File: src/rtl/sum_8bit_rr_sched_pkg.sv
// Shared constants and types for the round-robin shared adder.
package sum_8bit_rr_sched_pkg;

    localparam int NREQ_DEF = 4;
    localparam int W_DEF    = 8;
    localparam int OPS_W    = 16;

    typedef logic [$clog2(NREQ_DEF)-1:0] req_idx_t;

endpackage

File: src/rtl/sum8_core.sv
// Unsigned W-bit adder with carry out; purely combinational, zero latency,
// no flow control of its own.
module sum8_core #(
    parameter int W = 8
) (
    input  logic [W-1:0] a,
    input  logic [W-1:0] b,
    output logic [W-1:0] sum,
    output logic         cout
);

    assign {cout, sum} = {1'b0, a} + {1'b0, b};

endmodule

File: src/rtl/sum_8bit_rr_sched.sv
// Round-robin arbiter sharing one adder among NREQ requesters; 1-cycle latency.
// Grants only while the result register is empty or draining (rsp_ready).
module sum_8bit_rr_sched
    import sum_8bit_rr_sched_pkg::*;
#(
    parameter int NREQ = NREQ_DEF,
    parameter int W    = W_DEF
) (
    input  logic                    clk,
    input  logic                    rst_n,
    input  logic [NREQ-1:0]         req_valid,
    input  logic [NREQ*W-1:0]       req_a,
    input  logic [NREQ*W-1:0]       req_b,
    output logic [NREQ-1:0]         req_ready,
    output logic                    rsp_valid,
    input  logic                    rsp_ready,
    output logic [$clog2(NREQ)-1:0] rsp_id,
    output logic [W-1:0]            rsp_sum,
    output logic                    rsp_cout,
    output logic [OPS_W-1:0]        ops_done
);

    localparam int IW = $clog2(NREQ);

    logic [IW-1:0]    last_grant_q, last_grant_d;
    logic             rsp_valid_q, rsp_valid_d;
    logic [W-1:0]     rsp_sum_q, rsp_sum_d;
    logic             rsp_cout_q, rsp_cout_d;
    logic [IW-1:0]    rsp_id_q, rsp_id_d;
    logic [OPS_W-1:0] ops_done_q, ops_done_d;

    logic [NREQ-1:0]  grant;
    logic [IW-1:0]    grant_idx;
    logic [IW-1:0]    cand;
    logic             found;
    logic             accept_en;
    logic             req_hs;
    logic             rsp_hs;
    logic [W-1:0]     sel_a, sel_b;
    logic [W-1:0]     core_sum;
    logic             core_cout;

    // Search starts one past the last winner so every requester gets a turn.
    always_comb begin
        grant     = '0;
        grant_idx = '0;
        found     = 1'b0;
        cand      = '0;
        for (int k = 1; k <= NREQ; k++) begin
            cand = IW'((int'(last_grant_q) + k) % NREQ);
            if (!found && req_valid[cand]) begin
                found       = 1'b1;
                grant[cand] = 1'b1;
                grant_idx   = cand;
            end
        end
    end

    assign accept_en = !rsp_valid_q || rsp_ready;
    assign req_ready = accept_en ? grant : '0;
    assign req_hs    = |(req_valid & req_ready);
    assign rsp_hs    = rsp_valid_q && rsp_ready;

    assign sel_a = req_a[grant_idx*W +: W];
    assign sel_b = req_b[grant_idx*W +: W];

    sum8_core #(.W(W)) u_core (
        .a    (sel_a),
        .b    (sel_b),
        .sum  (core_sum),
        .cout (core_cout)
    );

    always_comb begin
        last_grant_d = last_grant_q;
        rsp_valid_d  = rsp_valid_q;
        rsp_sum_d    = rsp_sum_q;
        rsp_cout_d   = rsp_cout_q;
        rsp_id_d     = rsp_id_q;
        ops_done_d   = ops_done_q;
        if (req_hs) begin
            rsp_valid_d  = 1'b1;
            rsp_sum_d    = core_sum;
            rsp_cout_d   = core_cout;
            rsp_id_d     = grant_idx;
            last_grant_d = grant_idx;
        end else if (rsp_hs) begin
            rsp_valid_d = 1'b0;
        end
        if (rsp_hs) begin
            ops_done_d = ops_done_q + OPS_W'(1);
        end
    end

    always_ff @(posedge clk or negedge rst_n) begin
        if (!rst_n) begin
            last_grant_q <= IW'(NREQ - 1);
            rsp_valid_q  <= 1'b0;
            rsp_sum_q    <= '0;
            rsp_cout_q   <= 1'b0;
            rsp_id_q     <= '0;
            ops_done_q   <= '0;
        end else begin
            last_grant_q <= last_grant_d;
            rsp_valid_q  <= rsp_valid_d;
            rsp_sum_q    <= rsp_sum_d;
            rsp_cout_q   <= rsp_cout_d;
            rsp_id_q     <= rsp_id_d;
            ops_done_q   <= ops_done_d;
        end
    end

    assign rsp_valid = rsp_valid_q;
    assign rsp_sum   = rsp_sum_q;
    assign rsp_cout  = rsp_cout_q;
    assign rsp_id    = rsp_id_q;
    assign ops_done  = ops_done_q;

endmodule

File: config.mk
export PLATFORM = sky130hd
export DESIGN_NAME = sum_8bit_rr_sched
export DESIGN_NICKNAME = d
export VERILOG_FILES = /design/src/rtl/sum_8bit_rr_sched_pkg.sv /design/src/rtl/sum8_core.sv /design/src/rtl/sum_8bit_rr_sched.sv
export SDC_FILE = /design/constraint.sdc
export NUM_CORES = 1
export LEC_CHECK = 0
export ABC_AREA = 1
export CAP_MARGIN = 20
export CORE_UTILIZATION = 49
export CTS_CLUSTER_SIZE = 40
export DETAILED_ROUTE_END_ITERATION = 8
export HOLD_SLACK_MARGIN = 0.03
export PLACE_DENSITY = 0.87
export SKIP_LAST_GASP = 1
export SLEW_MARGIN = 20
export SYNTH_ARGS = -nofsm -noshare
export SYNTH_HDL_FRONTEND = slang
export SYNTH_SLANG_ARGS = --single-unit
File: constraint.sdc
create_clock -name clk -period 10 [get_ports clk]
set_input_delay 2 -clock clk [delete_from_list [all_inputs] [get_ports clk]]
set_output_delay 2 -clock clk [all_outputs]
set_load 0.02 [all_outputs]
Yosys cells after proc, flatten, opt, wreduce, memory -nomap -nowiden --
Cells that the tools add are included. Widths: inputs -> output; s select.
Word-level totals: flip-flop bits (word level) 30, output and inout bits 32, logic and storage cells 71
Operators by class: $add $sub $neg 6, order comparisons 8, shifts and indexed selects 2, mux-type cells 30, bitwise gates (word level) 4, reductions and logical operators 15
Operator list (number):
- $shiftx 32x6->8 | 2
- $mux 4 | 5
- $add 16x1->16 const B | 1
- $mux 1 | 13
- $lt 2x3->1 const B | 4
- $or 4x4->4 | 3
- $add 8x8->9 | 1
- $bmux 1 s2 | 4
- $demux 1 s2 | 4
- $ge 2x1->1 const B | 4
- $logic_and 1x1->1 | 8
- $mux 2 | 4
- $add 2x1->2 const B | 2
- $add 2x2->2 const B | 2
- $and 4x4->4 | 1
- $logic_not 1->1 | 4
- $reduce_or 4->1 | 1
- $reduce_bool 2->1 | 1
- $logic_or 1x1->1 | 1

Logic depth before layout (Yosys ltp) --
Gate-level depths: netlist (run 1).
depth in word-level cells 17, depth in mapped cells 27, gate-level depth less buffers 26

By module --
Synthesis (run 1) repeated with hierarchy kept, for this count alone.
Second synthesis, totals: cell total of the unflattened synthesis 398, area total of the unflattened synthesis 2975.4 sq um
Modules (own cells, without submodules):
- sum_8bit_rr_sched | instances 1, cells each 339, area each 2598.7 sq um, sequential area each 753.2 sq um
- sum8_core | instances 1, cells each 59, area each 376.6 sq um, sequential area each 0.0 sq um

Worst setup path after synthesis (run 1) --
No wires, ideal clock.
path kind input port to output port, start input port req_valid[2], end output port req_ready[0], arrival time 2.856 ns, data required time 8.000 ns, slack 5.144 ns, stages 9, buffers on the path 0, cell sequence inv_1 nand2_1 nand3_2 nand2_4 nor2_4 nand4_1 nand3_1 nand2_1 inv_1
Between the ends: cells in the longest elaborated chain, start to end 13, elaborated cells on any way between the ends 25
RTL lines:
- start: declaration | RTL line sum_8bit_rr_sched.sv:11 | input logic [NREQ-1:0] req_valid,
- $bmux 1 s2 | RTL line sum_8bit_rr_sched.sv:51 | if (!found && req_valid[cand]) begin
- $mux 1 (not written as such) | RTL line sum_8bit_rr_sched.sv:51
- $mux 1 | RTL line sum_8bit_rr_sched.sv:51
- $logic_not 1->1 | RTL line sum_8bit_rr_sched.sv:51
- $logic_and 1x1->1 | RTL line sum_8bit_rr_sched.sv:51
- $mux 1 | RTL line sum_8bit_rr_sched.sv:51
- $logic_not 1->1 | RTL line sum_8bit_rr_sched.sv:51
- $logic_and 1x1->1 | RTL line sum_8bit_rr_sched.sv:51
- $mux 1 | RTL line sum_8bit_rr_sched.sv:51
- $logic_not 1->1 | RTL line sum_8bit_rr_sched.sv:51
- $logic_and 1x1->1 | RTL line sum_8bit_rr_sched.sv:51
- $mux 4 (*) | RTL line sum_8bit_rr_sched.sv:51
- $mux 4 (*) | RTL line sum_8bit_rr_sched.sv:60 | assign req_ready = accept_en ? grant : '0;
- end: declaration | RTL line sum_8bit_rr_sched.sv:14 | output logic [NREQ-1:0] req_ready,
Mark *: on every way between the ends. The rest lies on a longest branch, timed or not. The select of a mux whose other input is x is not followed.

Worst setup path after layout (run 1) --
Ends and elaborated chain as after synthesis.

==> results of run 1 <==
==> cells by family (layout without fill, tap and decap cells) <==
family	count (synthesis)	after routing	synth area share (%)
flip-flops	30	30	26.9
XOR/XNOR	21	21	6.56
AND/OR/NAND/NOR	194	194	32.8
multiplexers	2	2	1.21
buffers and inverters	74	173	11.8
adder cells (fa/ha/maj)	18	18	8.30
AO/OA/AOI/OAI	62	62	12.5
==> cells in the final DEF (no fill, tap or decap), types with 7 or more instances in the layout <==
| cell | count |
|---|---|
| nand2_2 | 10 |
| ha_1 | 17 |
| inv_1 | 58 |
| clkdlybuf4s50_1 | 102 |
| o21ai_0 | 25 |
| xor2_1 | 10 |
| nor2_1 | 7 |
| dfrtp_1 | 28 |
| nand2_1 | 112 |
| o21ai_1 | 18 |
| nand3_1 | 35 |
| xnor2_1 | 11 |
==> registers in the layout (all words and copies together), names as in the netlist <==
register      flops
rsp_cout          1
rsp_id            2
rsp_sum           8
rsp_valid         1
last_grant_q      2
ops_done         16
==> how the worst max path moves through the flow <==
stage	from	end	slack [ns]	cells after the start
floorplan	req_valid[2]	req_ready[0]	5.14	9
global placement	req_valid[0]	req_ready[1]	4.08	12
detailed placement	req_valid[2]	req_ready[0]	3.97	11
CTS	req_valid[2]	req_ready[0]	3.97	11
global route	req_valid[3]	req_ready[2]	3.78	10
finish	req_valid[2]	req_ready[0]	3.91	11
==> worst reg2reg max path, stage by stage, from the launching register on <==
cell and delay, ns:
dfstp_2 0.63, inv_1 0.21, ha_1 0.42, inv_1 0.08, nand3_2 0.12, nand2_4 0.09, nor2_4 0.22, nand2_4 0.10
nor2_8 0.12, mux2i_4 0.78, nand3_1 0.15, o21ai_1 0.14, ha_1 0.19, inv_1 0.06, fa_1 0.39, o21ai_0 0.32
a21o_1 0.16, nand2_1 0.04, nand2_1 0.09, a21oi_1 0.07, o21bai_1 0.13, o21ai_0 0.10, nand2_1 0.07
==> metrics by stage <==
step | area (sq um) | setup WS (ns) | std cells | hold slack (ns) | utilization, %
6_report | 3930 | 3.91 | 572 | 0.466 | 71.4
2_1_floorplan | 2800 | 5.14 | 401 | 0.500 | -
3_5_place_dp | 3820 | 3.97 | 564 | 0.466 | 69.4
4_1_cts | 3930 | 3.97 | 572 | 0.474 | 71.4
3_3_place_gp | 3820 | 4.08 | 564 | 0.459 | 69.4
5_1_grt | 3930 | 3.78 | 572 | 0.493 | 71.4
==> per-layer routing <==
layer / vias up / global-route usage (%)
li1: 1461 / -
met1: 1249 / 28.6
met2: 122 / 39.8
met3: 8 / 4.71
met4: 0 / 5.28
met5: - / 0
==> final cells by class <==
| class | count | share of cell area [%] |
|---|---|---|
| multi-input cells | 297 | 43.7 |
| repair buffers | 103 | 26.2 |
| flip-flops and latches | 30 | 19.2 |
| inverters | 62 | 5.92 |
| well taps | 72 | 2.29 |
| clock buffers | 5 | 1.75 |
| clock inverters | 3 | 1.02 |
==> impl_metrics.toml, run 1 <==
[status]
outcome = "complete, no violations"

[timing]
post-route-period-util_pct = 60.9
rsz0062_at_grt = "no"
finalHoldViolCount = 0
skew_ns = 0.00328
min_period_ns = 6.09
fmax_mhz = 164
setup_tns_ns = 0
maxSlewHeadroom_pct = 37.3
maxSlewViolCount = 0
setup_viol = 0
tightestPinTransition_ns = 0.921

[synth]
ys_ff_latch = 30
netlist_top_cells_count = "nand2_1 (112), inv_1 (58), nand3_1 (35), dfrtp_1 (28), o21ai_0 (25)"
synthFlopType = "dfrtp_1"
synth.top_cell.area_share_pct = 25.0
yosysMostFrequentCell = "nand2_1"
synth-edff-count = 0
netlist-cell-type-count = 37
syn_area_sq_mm = 0.00280
synth_nets = 490
syn_avg_cell_area_sq_um = 6.99
synth_area_leaders = "dfrtp_1 (25%), nand2_1 (15%), inv_1 (7.8%), ha_1 (7.6%), nand3_1 (6.3%)"
yosysSeqAreaShare_pct = 26.9
yosysTopAreaCell = "dfrtp_1"
synthArstFlopShare_pct = 100
yosysWarnings = 0
synthCells = 401

[worst_hold_path]
hold_class = "reg -> reg"
hold_depth = 1
holdCritStartpoint = "ops_done[15]"
hold_end = "ops_done[15]"

[global_routing]
grt_usage_pct = 22.8
grt_remaining_overflow = 0
grt_max_degree = 64
grt_pass1_wl_um = 11200
antenna_found_initial = 0
grt_pass1_vias = 2590

[clocking]
clkSinkCount = 30
postCtsHoldBufs = 0
clock-root-buffer = "clkbuf_8"
insertion_delay_ns = 0.28
cts_tree = "yes"
cts_setup_buffers = 0
cts_made_buffers = 5
cts_buffer_depth = 2
h-tree-depth = 2
clkTransAtPathRegs_ns = 0.06
cts_resized = 0

[floorplanning]
start_util_pct = 50.9
num_rows = 27
io_pins = 103
die-area_sq_mm = 0.00603
chipWidth_um = 77.6
coreArea_sq_mm = 0.00551
die_y_um = 77.6

[route]
first_pass_iters = 4
dr_wl_met3_um = 477
vias = 2840
met2WireLength_um = 3070
routedWlPerCell_um = 11.3
routed_wl_um = 6490
drcViolationCount = 0
drt-initial-drc-count = 184
wl_met1_um = 2880
vias_per_cell = 4.97
ant_nets = 0
top_layer_used = "met4"

[critical_path]
regToRegSetupSlack_ns = 5.25
reg2reg_depth = 22
path_max_fanout = 7
crit_required_ns = 8.00
crit_buf_inv = 4
critical_path_class = "in -> out"
r2r_end = "rsp_cout"
critPathArrivalTime_ns = 4.09
r2r-start = "last_grant_q[1]"
slowest_stage = "clkdlybuf4s50_1"
slowest_delay_ns = 0.60
start_kind = "primary input"
crit_chain = "clkdlybuf4s50_1 > inv_1 > nand2_1 > nand3_2 > nand2_4 > nor2_4 > nand4_1 > nand3_1 > nand2_1 > inv_1 > clkdlybuf4s50_1"
critPathTopFamily = "buffers and inverters"
endpoint_kind = "output port"

[cells_and_area]
drive_gt1_share_pct = 9.20
multiInputGateArea_sq_mm = 0.00172
syn2layout_area_growth_pct = 40.3
nets = 588
fillCellCount = 442
diodes = 0
regArea_sq_um = 753

[place]
numPortBuffers = 102
dp_hpwl_um = 5250
gp_congestion = 1.06

[flow_run]
max_cap_violations = 0
Power of run 1 is not shown: default switching activity piles up to over one toggle a cycle in this logic, so the estimate is an artifact.
==> inputs of run 2 (changes only) <==
--- a/config.mk
+++ b/config.mk
@@ -7,11 +7,11 @@
 export LEC_CHECK = 0
 export ABC_AREA = 1
 export CAP_MARGIN = 20
-export CORE_UTILIZATION = 49
+export CORE_UTILIZATION = 46
 export CTS_CLUSTER_SIZE = 40
 export DETAILED_ROUTE_END_ITERATION = 8
 export HOLD_SLACK_MARGIN = 0.03
-export PLACE_DENSITY = 0.87
+export PLACE_DENSITY = 0.82
 export SKIP_LAST_GASP = 1
 export SLEW_MARGIN = 20
 export SYNTH_ARGS = -nofsm -noshare
==> constraint.sdc (replaced) <==
create_clock -name clk -period 5.79 [get_ports clk]
set_input_delay 1.158 -clock clk [delete_from_list [all_inputs] [get_ports clk]]
set_output_delay 1.158 -clock clk [all_outputs]
set_load 0.02 [all_outputs]
==> impl_metrics.toml, run 2 (synthesized netlist as in run 1, its figures left out) <==
[critical_path]
slowest_delay_ns = 0.78
regToRegSetupSlack_ns = 0.99
start_kind = "primary input"
crit_required_ns = 6.01
critPathArrivalTime_ns = 5.12
crit_chain = "clkdlybuf4s50_1 > inv_1 > nand2_1 > nand3_2 > nand2_4 > nor2_4 > nand2_4 > nor2_8 > mux2i_4 > nand3_1 > o21ai_1 > ha_1 > inv_1 > fa_1 > o21ai_0 > a21o_1 > nand2_1 > nand2_1 > a21oi_1 > o21bai_1 > o21ai_0 > nand2_1"
critPathTopFamily = "simple AND/OR/NAND/NOR gates"
path_max_fanout = 37
cpMostUsedCell = "nand2_1"
slowest_stage = "mux2i_4"
critical_path_class = "in -> reg"
crit_buf_inv = 3
endpoint_kind = "flop"

[route]
met2WireLength_um = 3090
wl_met1_um = 3000
vias_per_cell = 4.82
routed_wl_um = 6570
top_layer_used = "met4"
vias = 2771
dr_wl_met3_um = 408
drt-initial-drc-count = 93
drcViolationCount = 0
ant_nets = 0
first_pass_iters = 4
routedWlPerCell_um = 11.4

[clocking]
insertion_delay_ns = 0.28
clkSinkCount = 30
h-tree-depth = 2
cts_made_buffers = 5
cts_buffer_depth = 2
cts_setup_buffers = 0
cts_resized = 0
clock-root-buffer = "clkbuf_8"
cts_tree = "yes"
clkTransAtPathRegs_ns = 0.06
postCtsHoldBufs = 0

[timing]
maxSlewViolCount = 0
tightestPinTransition_ns = 0.916
min_period_ns = 4.91
maxSlewHeadroom_pct = 37.6
fin_hold_ws_ns = 0.484
skew_ns = 0.00816
post-route-period-util_pct = 84.7
rsz0062_at_grt = "no"
fmax_mhz = 204
finalHoldViolCount = 0
setup_tns_ns = 0
setup_viol = 0

[floorplanning]
num_rows = 28
die_y_um = 80.1
io_pins = 103
coreArea_sq_mm = 0.00589
chipWidth_um = 80.1
start_util_pct = 47.6
die-area_sq_mm = 0.00641

[flow_run]
max_cap_violations = 0

[cells_and_area]
syn2layout_area_growth_pct = 41.7
multiInputGateArea_sq_mm = 0.00172
fin_area_sq_mm = 0.00397
final_cell_mix = "nand2_1 (112), clkdlybuf4s50_1 (102), inv_1 (58), nand3_1 (35), dfrtp_1 (28)"
fillCellCount = 507
drive_gt1_share_pct = 9.20
final_common_cell = "nand2_1"
largest_reg_flops = 16
regArea_sq_um = 753
nets = 588
diodes = 0

[worst_hold_path]
hold_class = "reg -> reg"

[place]
gp_congestion = 0.893
place_area_sq_mm = 0.00383
dp_hpwl_um = 5250
numPortBuffers = 102

[status]
outcome = "complete, no violations"

[global_routing]
grt_max_degree = 64
grt_pass1_vias = 2629
antenna_found_initial = 0
grt_pass1_wl_um = 11200
grt_remaining_overflow = 0
grt_usage_pct = 22.0
-- run 2: routing by layer --
layer / GRT usage, % / vias to the layer above
li1: - / 1458
met1: 27.7 / 1211
met2: 38.5 / 93
met3: 3.75 / 9
met4: 5.89 / 0
met5: 0 / -
-- run 2: worst register-to-register path: stages (launching register included) --
cell,delay [ns]
dfstp_2,0.65
inv_1,0.24
ha_1,0.44
inv_1,0.09
nand3_2,0.13
nand2_4,0.09
nor2_4,0.21
nand2_4,0.10
nor2_8,0.12
mux2i_4,0.78
nand3_1,0.15
o21ai_1,0.13
ha_1,0.19
inv_1,0.06
fa_1,0.39
o21ai_0,0.31
a21o_1,0.16
nand2_1,0.06
nand2_1,0.10
a21oi_1,0.07
o21bai_1,0.12
o21ai_0,0.09
nand2_1,0.08
-- run 2: cell type report --
| cell class | count | share of cell area (%) |
|---|---|---|
| Clock inverter | 2 | 1.51 |
| Multi-Input combinational cell | 297 | 43.3 |
| Clock buffer | 6 | 2.08 |
| Timing Repair Buffer | 103 | 25.9 |
| Sequential cell | 30 | 19.0 |
| Inverter | 62 | 5.86 |
| Tap cell | 75 | 2.36 |
-- run 2: path summary, 6_finish.rpt --
kind	cells past startpoint	from	endpoint
min in group asynchronous	2	rst_n	ops_done[6]
hold / removal	2	rsp_id[0]	rsp_id[0]
setup reg to reg	22	last_grant_q[1]	rsp_cout
max in group asynchronous	2	rst_n	last_grant_q[0]
setup / recovery	22	req_valid[0]	rsp_cout
hold reg to reg	2	rsp_id[0]	rsp_id[0]
-- run 2: stage by stage --
stage	utilization, %	setup slack, ns	cells
3_3_place_gp	65.0	0.859	567
4_1_cts	67.5	0.914	575
6_report	67.5	0.885	575
2_1_floorplan	-	1.86	401
3_5_place_dp	65.0	0.612	567
5_1_grt	67.5	0.527	575
Power of run 2 is left out for the same reason.
